$ cat src/rtl/aqp_handctrl_sched_if.sv
// aqp_handctrl_sched_if: hand-controller chain pins, scan control
// and published-result signals of the scan scheduler.
interface aqp_handctrl_sched_if;
  logic       hctrl_clk;
  logic       hctrl_load_n;
  logic       hctrl_data;
  logic       scan_en;
  logic       scan_now;
  logic       busy;
  logic [7:0] hctrl1_data;
  logic [7:0] hctrl2_data;
  logic       changed;
  logic       irq;
  logic       irq_ack;

  modport master (
    output scan_en, scan_now, irq_ack, hctrl_data,
    input  hctrl_clk, hctrl_load_n, busy,
    input  hctrl1_data, hctrl2_data, changed, irq
  );

  modport slave (
    input  scan_en, scan_now, irq_ack, hctrl_data,
    output hctrl_clk, hctrl_load_n, busy,
    output hctrl1_data, hctrl2_data, changed, irq
  );
endinterface

$ cat src/rtl/aqp_handctrl_sched.sv
// aqp_handctrl_sched: load/shift scan of two daisy-chained pads.
// Optional debounce: define AQP_HANDCTRL_DEBOUNCE_EN.
module aqp_handctrl_sched #(
  parameter int CLK_DIV  = 128,
  parameter int SCAN_GAP = 1024,
  parameter int DEBOUNCE = 2
) (
  input  logic                  clk,
  input  logic                  reset,
  aqp_handctrl_sched_if.slave   p
);

  localparam int PW = $clog2(2 * CLK_DIV);
  localparam logic [PW-1:0] PH_MID  = PW'(CLK_DIV - 1);
  localparam logic [PW-1:0] PH_LAST = PW'(2 * CLK_DIV - 1);
  localparam logic [15:0]   GAP_LAST = 16'(SCAN_GAP - 1);

  if (CLK_DIV < 2 || CLK_DIV > 255 ||
      SCAN_GAP < 1 || SCAN_GAP > 65535 ||
      DEBOUNCE < 1 || DEBOUNCE > 15) begin : g_bad_param
    $error("aqp_handctrl_sched: parameter out of range");
  end

  typedef enum logic [2:0] {
    S_IDLE,
    S_LOAD,
    S_SHIFT,
    S_COMMIT,
    S_GAP
  } state_t;

  state_t        state_q;
  logic [PW-1:0] ph_q;
  logic [3:0]    bit_q;
  logic [15:0]   gap_q;
  logic [15:0]   sample_q;
  logic [15:0]   pub_q;
  logic          hclk_q;
  logic          load_n_q;
  logic          busy_q;
  logic          changed_q;
  logic          irq_q;
  logic          pub_upd;

`ifdef AQP_HANDCTRL_DEBOUNCE_EN
  localparam logic [3:0] DB = 4'(DEBOUNCE);

  logic [15:0] prev_q;
  logic [3:0]  dbc_q;
  logic [3:0]  dbc_d;

  // Count consecutive identical scans; zero only after reset.
  always_comb begin
    dbc_d = 4'd1;
    if (dbc_q != 4'd0 && sample_q == prev_q) begin
      dbc_d = (dbc_q >= DB) ? DB : dbc_q + 4'd1;
    end
    pub_upd = (dbc_d == DB) && (sample_q != pub_q);
  end

  // Debounce history advances once per scan, at COMMIT.
  always_ff @(posedge clk) begin
    if (reset) begin
      prev_q <= 16'hFFFF;
      dbc_q  <= 4'd0;
    end else if (state_q == S_COMMIT) begin
      prev_q <= sample_q;
      dbc_q  <= dbc_d;
    end
  end
`else
  // Every scan publishes directly when it differs.
  always_comb begin
    pub_upd = (sample_q != pub_q);
  end
`endif

  // Scan FSM with registered chain pins and status outputs.
  always_ff @(posedge clk) begin
    if (reset) begin
      state_q   <= S_IDLE;
      ph_q      <= '0;
      bit_q     <= 4'd0;
      gap_q     <= 16'd0;
      sample_q  <= 16'hFFFF;
      pub_q     <= 16'hFFFF;
      hclk_q    <= 1'b0;
      load_n_q  <= 1'b1;
      busy_q    <= 1'b0;
      changed_q <= 1'b0;
      irq_q     <= 1'b0;
    end else begin
      changed_q <= 1'b0;
      if (p.irq_ack) irq_q <= 1'b0;
      unique case (state_q)
        S_IDLE: begin
          if (p.scan_en || p.scan_now) begin
            state_q  <= S_LOAD;
            ph_q     <= '0;
            load_n_q <= 1'b0;
            busy_q   <= 1'b1;
          end
        end
        S_LOAD: begin
          if (ph_q == PH_LAST) begin
            state_q  <= S_SHIFT;
            ph_q     <= '0;
            bit_q    <= 4'd0;
            load_n_q <= 1'b1;
          end else begin
            ph_q <= ph_q + 1'b1;
          end
        end
        S_SHIFT: begin
          ph_q <= ph_q + 1'b1;
          if (ph_q == PH_MID) begin
            sample_q <= {sample_q[14:0], p.hctrl_data};
            hclk_q   <= 1'b1;
          end
          if (ph_q == PH_LAST) begin
            ph_q   <= '0;
            hclk_q <= 1'b0;
            if (bit_q == 4'd15) begin
              state_q <= S_COMMIT;
            end else begin
              bit_q <= bit_q + 4'd1;
            end
          end
        end
        S_COMMIT: begin
          if (pub_upd) begin
            pub_q     <= sample_q;
            changed_q <= 1'b1;
            irq_q     <= 1'b1;
          end
          if (p.scan_en) begin
            state_q <= S_GAP;
            gap_q   <= 16'd0;
          end else begin
            state_q <= S_IDLE;
            busy_q  <= 1'b0;
          end
        end
        S_GAP: begin
          if (gap_q == GAP_LAST) begin
            if (p.scan_en) begin
              state_q  <= S_LOAD;
              ph_q     <= '0;
              load_n_q <= 1'b0;
            end else begin
              state_q <= S_IDLE;
              busy_q  <= 1'b0;
            end
          end else begin
            gap_q <= gap_q + 16'd1;
          end
        end
        default: begin
          state_q  <= S_IDLE;
          hclk_q   <= 1'b0;
          load_n_q <= 1'b1;
          busy_q   <= 1'b0;
        end
      endcase
    end
  end

  assign p.hctrl_clk    = hclk_q;
  assign p.hctrl_load_n = load_n_q;
  assign p.busy         = busy_q;
  assign p.hctrl1_data  = pub_q[7:0];
  assign p.hctrl2_data  = pub_q[15:8];
  assign p.changed      = changed_q;
  assign p.irq          = irq_q;

endmodule
$ cat src/flat_wrapper.sv
// flat-port wrapper written by rule: the top's interface ports become plain ports
module aqp_handctrl_sched_flat 
#(
  parameter int CLK_DIV  = 128,
  parameter int SCAN_GAP = 1024,
  parameter int DEBOUNCE = 2
)
  (clk, reset, p_scan_en, p_scan_now, p_irq_ack, p_hctrl_data, p_hctrl_clk, p_hctrl_load_n, p_busy, p_hctrl1_data, p_hctrl2_data, p_changed, p_irq);
  aqp_handctrl_sched_if p_i ();
  input  logic clk;
  input  logic reset;
  input wire logic [$bits(p_i.scan_en)-1:0] p_scan_en;
  input wire logic [$bits(p_i.scan_now)-1:0] p_scan_now;
  input wire logic [$bits(p_i.irq_ack)-1:0] p_irq_ack;
  input wire logic [$bits(p_i.hctrl_data)-1:0] p_hctrl_data;
  output wire logic [$bits(p_i.hctrl_clk)-1:0] p_hctrl_clk;
  output wire logic [$bits(p_i.hctrl_load_n)-1:0] p_hctrl_load_n;
  output wire logic [$bits(p_i.busy)-1:0] p_busy;
  output wire logic [$bits(p_i.hctrl1_data)-1:0] p_hctrl1_data;
  output wire logic [$bits(p_i.hctrl2_data)-1:0] p_hctrl2_data;
  output wire logic [$bits(p_i.changed)-1:0] p_changed;
  output wire logic [$bits(p_i.irq)-1:0] p_irq;
  assign p_i.scan_en = p_scan_en;
  assign p_i.scan_now = p_scan_now;
  assign p_i.irq_ack = p_irq_ack;
  assign p_i.hctrl_data = p_hctrl_data;
  assign p_hctrl_clk = p_i.hctrl_clk;
  assign p_hctrl_load_n = p_i.hctrl_load_n;
  assign p_busy = p_i.busy;
  assign p_hctrl1_data = p_i.hctrl1_data;
  assign p_hctrl2_data = p_i.hctrl2_data;
  assign p_changed = p_i.changed;
  assign p_irq = p_i.irq;
  aqp_handctrl_sched #(.CLK_DIV(CLK_DIV), .SCAN_GAP(SCAN_GAP), .DEBOUNCE(DEBOUNCE)) u_core (.clk(clk), .reset(reset), .p(p_i));
endmodule
$ cat config.mk
export PLATFORM = sky130hd
export DESIGN_NAME = aqp_handctrl_sched_flat
export DESIGN_NICKNAME = d
export VERILOG_FILES = /design/src/rtl/aqp_handctrl_sched_if.sv /design/src/rtl/aqp_handctrl_sched.sv /design/src/flat_wrapper.sv
export SDC_FILE = /design/constraint.sdc
export NUM_CORES = 1
export LEC_CHECK = 0
export ABC_AREA = 1
export BUFFER_PORTS_ARGS = -buffer_cell sky130_fd_sc_hd__buf_2
export CAP_MARGIN = 20
export CORE_AREA = 4 4 111 113
export CTS_CLUSTER_DIAMETER = 150
export DETAILED_ROUTE_END_ITERATION = 7
export DIE_AREA = 0 0 115 117
export PLACE_DENSITY = 0.59
export SLEW_MARGIN = 20
export SYNTH_ARGS = -nofsm -noshare
export SYNTH_HDL_FRONTEND = slang
export SYNTH_SLANG_ARGS = --single-unit
$ cat constraint.sdc
create_clock -name clk -period 1.3 [get_ports clk]
set_input_delay 0.26 -clock clk [delete_from_list [all_inputs] [get_ports clk]]
set_output_delay 0.26 -clock clk [all_outputs]
set_load 0.01 [all_outputs]
==> flow_summary_export.csv, run 1 <==
group,metric,value,unit
grt,grt_usage,15.6,%
pwr,power.total,6.59,mW
pwr,max-vdd-ir-drop,0.000628,V
synth,ys_warn_count,0,
sta,drv_slew,0,
floorplanning,core,0.0113,sq mm
pwr,switching_share,29.3,%
floorplanning,ios,27,
pwr,p_int,4.66,mW
clocking,cts_max_level,3,
critical_path,cp-start-kind,"flip-flop",
floorplanning,dieArea,0.0135,sq mm
floorplanning,initial_core_util,31.4,%
job,cap_violations,0,
synth,synth-seq-area-share,38.3,%
synth,synth_nets,542,
placed_design,portBuffers,26,
synth,synth_top_area_share,38.3,%
pwr,power_leakage,2.70,nW
floorplanning,num_rows,39,
drt,vias,3991,
synth,synthFlopType,"dfxtp_1",
finish,final_cells,821,
critical_path,crit_path_top_delay_cell,"dfxtp_2",
sta,fin_ws,-0.147,ns
critical_path,critPathRequiredTime,1.55,ns
drt,drtAntennaViolNets,0,
grt,grt_pass1_wl,16900,um
clocking,cts.sinks,68,
sta,fin_worst_skew,0.00370,ns
sta,hold_viol_final,0,
drt,dr.pass1.iters,4,
clocking,cts_buffers,9,
clocking,clkTransAtPathRegs,0.05,ns
sta,fin_crit_sh,111,%
drt,dr.first_iter.drc_count,211,
finish,post-route-util,52.0,%
pwr,pwr-share-clk,43.2,%
synth,synth_edf_count,0,
grt,grt_max_degree,19,
finish,fillers,1024,
critical_path,worstPathCellList,"ha_4 -> nand3_4 -> nor2_4 -> nand2_2 -> nor2_4 -> nand2_8 -> clkinv_8 -> a21oi_2 -> o21ai_1",
grt,antenna_found_initial,0,
synth,yosys-top-cells-count,"nand2_1, nand3_1, dfxtp_1",
status,status,"finished, violations left",
critical_path,reg2reg_slack,-0.15,ns
critical_path,critPathMaxFanout,7,
drt,vias_per_cell,4.86,
sta,relSlewSlack,79.0,%
critical_path,critPathMaxStageDelay,0.35,ns
critical_path,crit_top_cell,"nor2_4",
status,failed_checks,"negative setup slack",
sta,tightest_slew,0.312,ns
grt,overflow,0,
placed_design,dp_hpwl,6690,um
drt,routed_wl,11000,um
synth,synth-async-reset-ratio,0,%
floorplanning,fp.dieW,115,um
clocking,clockRootBuffer,"clkbuf_16",
synth,ys_ff_latch,68,
pwr,power_frac_comb,22.1,%
sta,grt_setup_unrepaired,"yes",
sta,fin_crit,1.45,ns
synth,ys_types,31,
pwr,p_sw,1.93,mW
sta,setup_viol,64,
sta,fmax,0.691,GHz
finish,layout-drive-gt1-share,54.9,%
critical_path,criticalPathCategory,"reg2reg",
pwr,power-per-cell-area,1120,mW/mm^2
grt,grt_pass1_vias,3805,
placed_design,dp_cells,780,
hold_path,hold_class,"in2reg",
drt,drc,0,
finish,diodes,0,
pwr,seq_power_share,34.6,%
synth,synth.area.top_cells,"dfxtp_1, nand2_1, nand3_1, inv_1, a21oi_1",
floorplanning,die_h,117,um
finish,synthToLayoutAreaGrowth,65.8,%
placed_design,gp_congestion,0.833,
critical_path,endpoint_kind,"flip-flop",
synth,synth_area_leader_cell,"dfxtp_1",
sta,hold_slack,0.177,ns
clocking,clk_latency,0.33,ns
synth,syn_area,0.00355,sq mm
clocking,clockBufferDepth,2,
finish,nNetsFinal,682,
clocking,postCtsHoldBufs,0,
synth,synthCells,533,
critical_path,worstPathArrival,1.69,ns
drt,wl_per_cell,13.4,um
synth,yosysMostFrequentCell,"nand2_1",
synth,syn-mean-instance-area,6.66,sq um
clocking,cts_tree,"done",
[stage by stage]
stage	worst slack [ns]	instance area, sq um	setup TNS (ns)
after floorplan	-0.0650	3640	-1.09
after global placement	-0.124	4540	-5.27
after detailed placement	-0.169	4540	-6.87
after CTS	-0.0990	5340	-3.18
after global routing	-0.214	5890	-11.08
final	-0.147	5890	-5.81
[sequential cells by signal, indices dropped and copies added (netlist names)]
| signal | flops |
|---|---|
| u_core.gap_q | 16 |
| u_core.p.hctrl_load_n | 1 |
| u_core.pub_q | 16 |
| u_core.bit_q | 4 |
| u_core.p.busy | 1 |
| u_core.ph_q | 8 |
| u_core.p.hctrl_clk | 1 |
| u_core.p.changed | 1 |
| u_core.sample_q | 16 |
| u_core.p.irq | 1 |
| u_core.state_q | 3 |
[repair_timing]
item / CTS / global route
resized for setup: 94 / 116
setup endpoints to repair: 66 / 68
buffers inserted: 11 / 8
pin swaps: 40 / 39
cloned: 3 / 3
[placed cells by master (no fill, tap or decap), drive strengths merged]
cell and count:
nand2 160, buf 137, nand3 73, inv 71, dfxtp 68, nor2 53, a21oi 38, o21ai 22
nand4 13, clkbuf 10, nor3 7, clkinv 5, a22oi 4, nand3b 3, bufinv 3, ha 3
o21bai 2, o211ai 2, or2 2, a21boi 1, clkinvlp 1
[final cells by class]
type / count / area [sq um] / share of cell area [%]
Timing Repair Buffer: 137 / 1020 / 17.3
Sequential cell: 68 / 1420 / 24.2
Clock inverter: 6 / 111 / 1.89
Clock buffer: 10 / 239 / 4.06
Multi-Input combinational cell: 383 / 2590 / 44.0
Inverter: 72 / 300 / 5.10
Tap cell: 143 / 179 / 3.04
Timing Repair inverter: 2 / 27.5 / 0.467
[worst paths after layout]
kind / startpoint / to / cells past startpoint
setup / recovery: u_core.ph_q[1] / u_core.sample_q[5] / 9
hold / removal: p_irq_ack / u_core.p.irq / 4
setup reg to reg: u_core.ph_q[1] / u_core.sample_q[5] / 9
hold reg to reg: u_core.p.irq / u_core.p.irq / 2
[power groups by stage]
| stage | registers [mW] | clock network, mW | logic (mW) |
|---|---|---|---|
| after CTS | 2.27 | 2.92 | 1.18 |
| after floorplan | 2.30 | 0 | 0.674 |
| after global routing | 2.29 | 3.02 | 1.60 |
| after detailed placement | 2.30 | 0 | 1.03 |
| final | 2.28 | 2.85 | 1.46 |
| after global placement | 2.29 | 0 | 1.01 |
[per-layer routing]
| metal | track usage, % | up-vias | wire [um] | share of wire, % |
|---|---|---|---|---|
| met2 | 27.0 | 56 | 5700 | 52 |
| met1 | 18.5 | 1904 | 4680 | 43 |
| met3 | 3.80 | 18 | 408 | 3.7 |
| met4 | 6.34 | 0 | 176 | 1.6 |
| li1 | - | 2013 | - | - |
| met5 | 0 | - | 0 | 0 |
[logic make-up after synthesis]
group                      Yosys count  synth area share, %
and+or+nand+nor                    307                 39.1
buffers and inverters               86                 10.4
AOI/OAI and AO/OA                   69                 11.1
DFF                                 68                 38.3
adders and majority gates            3                 1.06
[worst max-delay path: cells and delay by family (launching register included)]
family,cells,cell delay [ns]
buf+inv,1,0.10
fa+ha+maj,1,0.15
compound gates,2,0.15
simple gates,5,0.60
flops,1,0.35
(Power assumes the default switching activity.)
==> run 2: changes to the inputs <==
SKIP_LAST_GASP = 1   (was not set)
==> run 2 against run 1 <==
  * The flow still finishes with violations (negative setup slack)
  * Cell count stayed put
  * Fmax is 0.60% lower
  * Clock power is essentially flat
  * Sequential share of layout area increased by 0.16 points
  * Die area stayed put
  * Utilization shrank 0.25 points
  * Clock skew up 0.0012 ns
  * Global-route usage shrank 0.13 points
  * Power about the same
  * Final area fell by 0.49%
  * Clock-buffer cell count did not move
  * Critical path type unchanged
==> flow_summary_export.csv, run 2 (synthesis gave the netlist of run 1 again) <==
group,metric,value,unit
grt,grt_max_degree,19,
grt,busiest_layer,"met2",
clocking,cts_max_level,3,
finish,stdcell_area,0.00586,sq mm
grt,gr-usage-met2,26.9,%
critical_path,critPathRequiredTime,1.55,ns
sta,fmax,0.687,GHz
grt,overflow,0,
drt,dr.first_iter.drc_count,213,
floorplanning,ios,27,
grt,grt_usage,15.5,%
clocking,clockBufferDepth,2,
placed_design,portBuffers,26,
critical_path,reg2reg_slack,-0.16,ns
finish,diodes,0,
floorplanning,num_rows,39,
critical_path,r2r_start,"u_core.ph_q[1]",
drt,vias,3963,
pwr,max-vdd-ir-drop,0.000640,V
clocking,clk_latency,0.33,ns
placed_design,pre_cts_ws,-0.169,ns
floorplanning,dieArea,0.0135,sq mm
finish,nNetsFinal,682,
drt,routed_wl,11000,um
sta,fin_crit,1.46,ns
pwr,power_leakage,2.72,nW
floorplanning,fp.dieW,115,um
clocking,cts.sinks,68,
drt,vias_per_cell,4.83,
clocking,clockRootBuffer,"clkbuf_16",
drt,drtAntennaViolNets,0,
finish,largestRegisters,"u_core.gap_q: 16 flops, u_core.pub_q: 16 flops, u_core.sample_q: 16 flops",
grt,grt_pass1_vias,3793,
pwr,power.total,6.58,mW
job,cap_violations,0,
sta,fin_crit_sh,112,%
finish,layout-drive-gt1-share,53.2,%
critical_path,critPathMaxFanout,7,
sta,setup_viol,65,
sta,tightest_slew,0.313,ns
status,status,"finished, violations left",
critical_path,endpoint_kind,"flip-flop",
sta,hold_slack,0.176,ns
drt,dr.pass1.iters,4,
hold_path,hp-start,"p_irq_ack",
grt,met1_usage,18.3,%
placed_design,placed_cell_area,0.00454,sq mm
critical_path,ff2ff_path_depth,9,
grt,grt_pass1_wl,16800,um
clocking,clkTransAtPathRegs,0.06,ns
grt,antenna_found_initial,0,
sta,fin_ws,-0.156,ns
clocking,postCtsHoldBufs,0,
clocking,cts_tree,"done",
drt,drc,0,
critical_path,worstPathArrival,1.70,ns
critical_path,cp-start-kind,"flip-flop",
floorplanning,die_h,117,um
sta,hold_viol_final,0,
pwr,power-per-cell-area,1120,mW/mm^2
sta,fin_worst_skew,0.00490,ns
placed_design,dp_hpwl,6690,um
critical_path,crit_start,"u_core.ph_q[1]",
sta,drv_slew,0,
grt,use_met3,3.80,%
placed_design,gp_congestion,0.833,
finish,layout_common_cells,"nand2_1, buf_4, inv_1",
sta,grt_setup_unrepaired,"yes",
floorplanning,core,0.0113,sq mm
clocking,cts_buffers,9,
critical_path,rr_endpoint,"u_core.sample_q[12]",
sta,relSlewSlack,79.0,%
drt,wl_per_cell,13.3,um
hold_path,hold_class,"in2reg",
floorplanning,initial_core_util,31.4,%
finish,synthToLayoutAreaGrowth,65.0,%
critical_path,endpoint,"u_core.sample_q[12]",
finish,final_common_cell,"nand2_1",
critical_path,criticalPathCategory,"reg2reg",
status,failed_checks,"negative setup slack",
-- run 2: routing by layer --
metal | wire length [um] | up-vias
met5 | 0 | -
met1 | 4670 | 1872
li1 | - | 2013
met3 | 376 | 14
met2 | 5760 | 64
met4 | 153 | 0
-- run 2: worst min path at each step --
| stage | depth (start not counted) | end |
|---|---|---|
| 6_report | 4 | u_core.p.irq |
| 2_1_floorplan | 2 | u_core.sample_q[0] |
| 3_5_place_dp | 2 | u_core.p.hctrl_clk |
| 5_1_grt | 3 | u_core.sample_q[0] |
| 3_3_place_gp | 2 | u_core.p.hctrl_clk |
| 4_1_cts | 3 | u_core.sample_q[0] |
-- run 2: timing repair --
item | CTS | global route
cloned | 3 | 3
gates resized for setup | 84 | 117
pin swaps | 39 | 43
buffers inserted | 11 | 8
endpoints found under the setup margin | 66 | 68
-- run 2: metrics by stage --
| stage | util [%] | setup TNS [ns] | std cells |
|---|---|---|---|
| after floorplan | - | -1.09 | 533 |
| after global placement | 40.1 | -5.27 | 780 |
| after detailed placement | 40.1 | -6.87 | 780 |
| after CTS | 47.0 | -3.56 | 810 |
| after global routing | 51.8 | -11.09 | 821 |
| final | 51.8 | -6.12 | 821 |
-- run 2: final cells by class --
class,instances,area (sq um)
fillers,1034,5460
multi-input cells,383,2560
flip-flops and latches,68,1430
repair buffers,137,1020
inverters,72,300
clock buffers,10,239
well taps,143,179
clock inverters,6,111
repair inverters,2,27.5
-- run 2: worst max-delay path, cell delays in order, from the launching register on --
cell      delay, ns
dfxtp_2        0.35
ha_4           0.15
nand3_4        0.08
nor2_4         0.13
nand2_2        0.09
nor2_4         0.18
nand2_8        0.13
clkinv_8       0.10
a21oi_2        0.06
o21ai_1        0.10
-- run 2: power breakdown --
| group | total [mW] | switching [mW] | internal, mW | leakage [nW] |
|---|---|---|---|---|
| combinational | 1.45 | 0.894 | 0.557 | 2.01 |
| clock | 2.85 | 0.928 | 1.92 | 0.169 |
| sequential | 2.28 | 0.105 | 2.18 | 0.542 |
| total | 6.58 | 1.93 | 4.66 | 2.72 |
==> run 3: changes to the inputs <==
PLACE_DENSITY = 0.57   (was 0.59)
clock period = 1.8 ns   (was 1.3 ns; I/O delays follow)
==> run 3 against run 2 <==
  * Critical path depth stayed put
  * Via count down 14%
  * First-iteration DRC count is 15% higher
  * Largest cell class unchanged
  * Cell count shrank 13%
  * The run now ends clean
==> flow_summary_export.csv, run 3 (synthesis gave the netlist of run 1 again) <==
group,metric,value,unit
status,status,"complete, no violations",
floorplanning,die_h,117,um
floorplanning,core,0.0113,sq mm
clocking,cts_max_level,3,
floorplanning,num_rows,39,
finish,synthToLayoutAreaGrowth,18.4,%
drt,vias_per_cell,4.76,
finish,stdcell_area,0.00421,sq mm
job,cap_violations,0,
clocking,postCtsHoldBufs,0,
finish,final_cells,712,
critical_path,crit_path_top_delay_cell,"dfxtp_1",
drt,drtAntennaViolNets,0,
clocking,clockBufferDepth,2,
grt,grt_pass1_vias,3098,
sta,hold_viol_final,0,
grt,antenna_found_initial,0,
critical_path,cp-start-kind,"flip-flop",
placed_design,portBuffers,26,
critical_path,critPathMaxFanout,25,
critical_path,critPathMaxStageDelay,0.35,ns
sta,fin_ws,0.210,ns
sta,fin_crit,1.59,ns
finish,nNetsFinal,574,
sta,relSlewSlack,71.8,%
placed_design,dp_cells,696,
drt,drc,0,
hold_path,hold_class,"in2reg",
pwr,max-vdd-ir-drop,0.000481,V
finish,layout-drive-gt1-share,17.0,%
sta,setup-tns-final,0,ns
finish,largestRegisters,"u_core.gap_q: 16 flops, u_core.pub_q: 16 flops, u_core.sample_q: 16 flops",
sta,drv_slew,0,
placed_design,pre_cts_ws,0.123,ns
critical_path,worstPathArrival,1.85,ns
sta,setup_viol,0,
pwr,power.total,4.32,mW
critical_path,ff2ff_path_depth,9,
clocking,cts_tree,"done",
sta,fin_worst_skew,0.00665,ns
floorplanning,fp.dieW,115,um
pwr,power_leakage,2.02,nW
placed_design,placed_cell_area,0.00382,sq mm
critical_path,worstPathCellList,"ha_2 -> nand3_1 -> nor2_2 -> nand2_2 -> nor2_4 -> nand2_4 -> inv_6 -> a21oi_1 -> o21ai_1",
drt,routed_wl,8410,um
finish,multi_input_area,0.00185,sq mm
grt,grt_usage,13.0,%
grt,grt_pass1_wl,14200,um
sta,grt_setup_unrepaired,"yes",
pwr,power-per-cell-area,1030,mW/mm^2
critical_path,criticalPathCategory,"reg2reg",
grt,overflow,0,
finish,fillers,1176,
critical_path,endpoint_kind,"flip-flop",
placed_design,gp_congestion,0.812,
drt,vias,3390,
sta,tightest_slew,0.422,ns
finish,diodes,0,
critical_path,critPathRequiredTime,2.06,ns
finish,layout_common_cells,"nand2_1, nand3_1, dfxtp_1",
placed_design,dp_hpwl,5890,um
finish,area.sequential,0.00136,sq mm
sta,fmax,0.629,GHz
floorplanning,dieArea,0.0135,sq mm
clocking,clkTransAtPathRegs,0.06,ns
clocking,clockRootBuffer,"clkbuf_16",
drt,dr.pass1.iters,4,
clocking,cts.sinks,68,
floorplanning,ios,27,
clocking,clk_latency,0.33,ns
sta,fin_crit_sh,88.3,%
floorplanning,initial_core_util,31.4,%
finish,final_common_cell,"nand2_1",
drt,wl_per_cell,11.8,um
clocking,cts_buffers,9,
hold_path,whs_path_depth,3,
drt,dr.first_iter.drc_count,245,
grt,grt_max_degree,26,
-- run 3: layout make-up --
class | count | share of cell area (%)
clock buffers | 9 | 5.36
clock inverters | 6 | 2.71
inverters | 72 | 6.55
multi-input cells | 379 | 44.0
flip-flops and latches | 68 | 32.4
well taps | 143 | 4.25
repair buffers | 35 | 4.70
-- run 3: worst paths after layout --
| path | from | endpoint | slack (ns) |
|---|---|---|---|
| max reg2reg | u_core.ph_q[1] | u_core.sample_q[7] | 0.21 |
| min | p_hctrl_data | u_core.sample_q[0] | 0.27 |
| min reg2reg | u_core.p.irq | u_core.p.irq | 0.47 |
| max | u_core.ph_q[1] | u_core.sample_q[7] | 0.21 |
-- run 3: power breakdown --
group | internal, mW | switching, mW | total (mW)
clock network | 1.35 | 0.677 | 2.02
registers | 1.57 | 0.0576 | 1.62
logic | 0.219 | 0.458 | 0.676
-- run 3: layer usage --
layer | up-vias | GRT usage (%) | wire [um]
li1 | 1794 | - | -
met4 | 0 | 5.40 | 129
met3 | 9 | 3.55 | 305
met2 | 42 | 20.6 | 3870
met1 | 1545 | 16.8 | 4110
met5 | - | 0 | 0
-- run 3: through the flow --
step                      utilization [%]  hold slack, ns
after floorplan                         -           0.455
after global placement               33.8           0.434
after detailed placement             33.8           0.460
after CTS                            36.8           0.258
after global routing                 37.1           0.269
final                                37.1           0.265
-- run 3: repair_timing --
item                                    4_1_cts  5_1_grt
endpoints found under the setup margin        0       43
gates resized for setup                       0        9
setup buffers                                 0        1
-- run 3: critical path: cells and delay by family (launching register included) --
kind,cells,cell delay (ns)
simple gates,5,0.62
flops,1,0.35
fa+ha+maj,1,0.19
compound gates,2,0.18
buf+inv,1,0.17
